<file path="src/rtl/xbar_wt_loader.sv">
// Crossbar weight loader: assembles one matrix row per valid/ready beat in a
// shadow buffer, then issues a single-cycle prog_wt with the complete matrix.
module xbar_wt_loader #(
  parameter int XBAR_SIZE = 4,
  parameter int WT_BITS   = 8
) (
  input  logic                                   clk,
  input  logic                                   reset,
  input  logic                                   load_start,
  input  logic                                   abort,
  input  logic                                   in_valid,
  output logic                                   in_ready,
  input  logic [XBAR_SIZE*WT_BITS-1:0]           in_row,
  input  logic                                   in_last,
  output logic                                   prog_wt,
  output logic [XBAR_SIZE*XBAR_SIZE*WT_BITS-1:0] wr_weight,
  output logic                                   busy,
  output logic                                   done,
  output logic                                   err
);

  localparam int ROW_W = XBAR_SIZE * WT_BITS;
  localparam int MAT_W = XBAR_SIZE * ROW_W;
  localparam int CNT_W = (XBAR_SIZE > 1) ? $clog2(XBAR_SIZE) : 1;
  localparam logic [CNT_W-1:0] LAST_ROW = CNT_W'(XBAR_SIZE - 1);

  typedef enum logic [1:0] {
    IDLE,
    LOAD,
    PROG,
    DONE
  } state_t;

  state_t           state_q, state_d;
  logic [CNT_W-1:0] row_cnt_q, row_cnt_d;
  logic             err_q, err_d;
  logic [MAT_W-1:0] buf_q;
  logic             accept;

  assign in_ready  = (state_q == LOAD) && !abort;
  assign accept    = in_valid && in_ready;
  assign prog_wt   = (state_q == PROG);
  assign done      = (state_q == DONE);
  assign busy      = (state_q != IDLE);
  assign err       = err_q;
  assign wr_weight = buf_q;

  always_ff @(posedge clk or negedge reset) begin
    if (!reset) begin
      state_q   <= IDLE;
      row_cnt_q <= '0;
      err_q     <= 1'b0;
    end else begin
      state_q   <= state_d;
      row_cnt_q <= row_cnt_d;
      err_q     <= err_d;
    end
  end

  // Rows land in place as they arrive; a framing error leaves them written but unprogrammed.
  always_ff @(posedge clk or negedge reset) begin
    if (!reset) begin
      buf_q <= '0;
    end else begin
      for (int r = 0; r < XBAR_SIZE; r++) begin
        if (accept && (row_cnt_q == CNT_W'(r))) begin
          buf_q[r*ROW_W +: ROW_W] <= in_row;
        end
      end
    end
  end

  always_comb begin
    state_d   = state_q;
    row_cnt_d = row_cnt_q;
    err_d     = 1'b0;
    case (state_q)
      IDLE: begin
        if (load_start) begin
          state_d   = LOAD;
          row_cnt_d = '0;
        end
      end
      LOAD: begin
        if (abort) begin
          state_d   = IDLE;
          row_cnt_d = '0;
        end else if (in_valid) begin
          if ((row_cnt_q == LAST_ROW) && in_last) begin
            state_d = PROG;
          end else if (in_last || (row_cnt_q == LAST_ROW)) begin
            state_d   = IDLE;
            row_cnt_d = '0;
            err_d     = 1'b1;
          end else begin
            row_cnt_d = row_cnt_q + 1'b1;
          end
        end
      end
      PROG:    state_d = DONE;
      DONE:    state_d = IDLE;
      default: state_d = IDLE;
    endcase
  end

endmodule

</file>
<file path="config.mk">
export PLATFORM = sky130hd
export DESIGN_NAME = xbar_wt_loader
export DESIGN_NICKNAME = d
export VERILOG_FILES = /design/src/rtl/xbar_wt_loader.sv
export SDC_FILE = /design/constraint.sdc
export NUM_CORES = 1
export LEC_CHECK = 0
export BUFFER_PORTS_ARGS = -buffer_cell sky130_fd_sc_hd__buf_2
export CORE_ASPECT_RATIO = 0.6
export CORE_MARGIN = 10
export CORE_UTILIZATION = 25
export CTS_CLUSTER_SIZE = 8
export DETAILED_ROUTE_END_ITERATION = 6
export PLACE_DENSITY = 0.47
export SLEW_MARGIN = 20
export SYNTH_ARGS = -nofsm -noshare
export SYNTH_HDL_FRONTEND = slang
export SYNTH_SLANG_ARGS = --single-unit
</file>
<file path="constraint.sdc">
create_clock -name clk -period 2 [get_ports clk]
set_input_delay 0.4 -clock clk [delete_from_list [all_inputs] [get_ports clk]]
set_output_delay 0.4 -clock clk [all_outputs]
set_load 0.03 [all_outputs]
</file>
==> reports/results.ini <==
[status]
status = completed

[place]
hpwl_um = 10330
place_ws_ns = 0.1614
placed_area_um2 = 6360
io_buffers = 170
place.gp.congestion = 0.7052

[layout]
final_common_cell = buf_2
layout_common_cells = 169 x buf_2, 133 x dfrtp_1, 119 x mux2_2
syn2layout_area_growth_pct = 33.79
design_area_um2 = 6970
utilization_pct = 34.47
antenna_cells = 0
final_net_count = 536
drive_gt1_share_pct = 68.51

[route]
drc = 0
ant_nets = 0
drt_first_pass_iters = 4
drt-initial-drc-count = 116
vias = 3213
routed_wirelength_um = 14070
wl_per_cell_um = 18.08
avgViaCountPerCell = 4.130

[timing]
max_slew_margin_pct = 66.09
worst_slack_ns = 0.1515
worst_pin_slew_ns = 0.5082
hold_violations = 0
holdWs_ns = 0.2526
period_share_pct = 92.43
grt_setup_unrepaired = false
fin_tns_setup_ns = 0
fin_skew_ns = 0.005065
slew_violations = 0
finalSetupViolations = 0
post-route-min-period_ns = 1.849
max_freq_mhz = 541.0

[yosys]
synth_top_family_by_area = multiplexers
synthSimpleGateAreaFrac_pct = 2.354
yosys.area_share.adder_pct = 1.441
ys_top_cells_by_area = dfrtp_1 64%, mux2_2 26%, mux2_4 2.6%
syn_nets = 351
yosys_register_bits = 133
muxShareOfSynthArea_pct = 28.70
synth_xor_area_share_pct = 0
synth.distinct_cells = 19
synth_top_area_share_pct = 63.88
synth_compound_area_share_pct = 0.5283
netlist_area_um2 = 5210
synth_warnings = 0
yosysSeqAreaShare_pct = 63.88
synth_top_area_cell = dfrtp_1
synth_area_per_cell_um2 = 16.97
synth_cells = 307

[power_and_ir_drop]
p_seq_share_pct = 38.4
switching_power_mw = 2.982
switching_share_pct = 33.30
pwr-share-comb_pct = 26.2
power_frac_clock_pct = 35.4
leakagePower_nw = 3.818
ir_worst_vdd_uv = 613.1
p_int_mw = 5.973
p_per_area_nw_per_um2 = 1285

[clocking]
cts.reportedPaths.clkPinSlew_ns = 0.06
cts_tree = yes
cts_resized = 0
clock_path_buffers = 2
insertion_delay_ns = 0.42
htree_levels = 4
cts-root-buf = clkbuf_16
cts_buffers = 17
cts_sinks = 133

[floorplan]
die_area_um2 = 27200
core_area_um2 = 20220
num_io_pins = 171
rows = 40
dieWidth_um = 206.4
die_h_um = 131.8
start_util_pct = 25.77

[grt]
grt_pass1_wl_um = 21760
grt_max_degree = 69
grtUsageTotal_pct = 10.47
grt_pass1_vias = 3537
grt.overflow.total = 0
antenna_found_initial = 0

[setup_path]
worst-endpoint-required_ns = 2.34
critical-path-top-delay-family = adder cells
slowest_stage = dfrtp_1
cp-end-kind = register
cp.buffers_inverters = 1
critPathMaxStageDelay_ns = 0.40
worstSetupPathType = register to register
critPathMostFrequentCell = ha_1
cp.arrival_ns = 2.19
critPathMaxFanout = 3
start_kind = register
crit_chain = ha_1 > ha_1 > nand2b_1 > a311oi_1 > buf_4 > mux2i_1

[hold_path]
hold_path.class = primary input to register

[job]
drv_cap = 0

[Yosys cell counts (all sizes together)]
master	n
nor2	2
ha	6
nand2b	1
inv	7
a311oi	1
mux2i	2
o21ai	2
nand2	4
buf	12
and2	2
or2	1
nand3	2
mux2	128
a31o	1
and2b	1
nor3b	1
and4bb	1
dfrtp	133
[timing repair]
item,in CTS,in global routing
hold endpoints to repair,12,0
setup endpoints to repair,0,0
hold buffers,1,0
setup buffers,0,0
[cell families after synthesis]
logic type	Yosys count
AO/OA/AOI/OAI	4
adder cells (fa/ha/maj)	6
buffers and inverters	19
flip-flops	133
multiplexers	130
AND/OR/NAND/NOR	15
[routing by layer]
metal / vias up / part of all wire, % / GRT usage (%)
met1: 1635 / 46 / 12.89
met4: 0 / 1.3 / 3.876
li1: 1453 / - / -
met2: 109 / 42 / 14.58
met5: - / 0 / 0
met3: 16 / 11 / 6.235
[through the flow]
| step | cells | power, mW |
|---|---|---|
| after floorplan | 307 | 5.005 |
| after global placement | 745 | 5.815 |
| after detailed placement | 745 | 5.868 |
| after CTS | 778 | 9.123 |
| after global routing | 778 | 9.393 |
| final | 778 | 8.955 |
[worst paths after layout]
kind                            slack (ns)     startpoint  depth (start not counted)             to
worst max-delay path                  0.15   row_cnt_q[0]                          6   row_cnt_q[1]
worst min register to register        0.50  wr_weight[44]                          1  wr_weight[44]
max in group asynchronous             1.13          reset                          3  wr_weight[78]
worst min-delay path                  0.25     in_row[31]                          2  wr_weight[95]
min in group asynchronous             0.53          reset                          3  wr_weight[61]
worst max register to register        0.15   row_cnt_q[0]                          6   row_cnt_q[1]
[power by group through the flow]
stage | sequential (mW) | combinational [mW] | clock, mW
2_1_floorplan | 4.47 | 0.538 | 0
3_3_place_gp | 3.45 | 2.36 | 0
3_5_place_dp | 3.48 | 2.38 | 0
4_1_cts | 3.44 | 2.39 | 3.29
5_1_grt | 3.50 | 2.49 | 3.40
6_report | 3.44 | 2.35 | 3.17
[registers in the layout, summed over array words and instances (netlist names), named ones only]
name	flops
err	1
state_q	1
wr_weight	128
row_cnt_q	2
[final cells by class]
cell class | count | area (um^2)
Tap cell | 273 | 341.6
Clock buffer | 19 | 442.9
Timing Repair Buffer | 178 | 953.4
Clock inverter | 13 | 157.7
Multi-Input combinational cell | 155 | 1720
Inverter | 7 | 26.28
Sequential cell | 133 | 3328
Fill cell | 2005 | 13250
No activity file was read; power rests on OpenSTA's default activity.
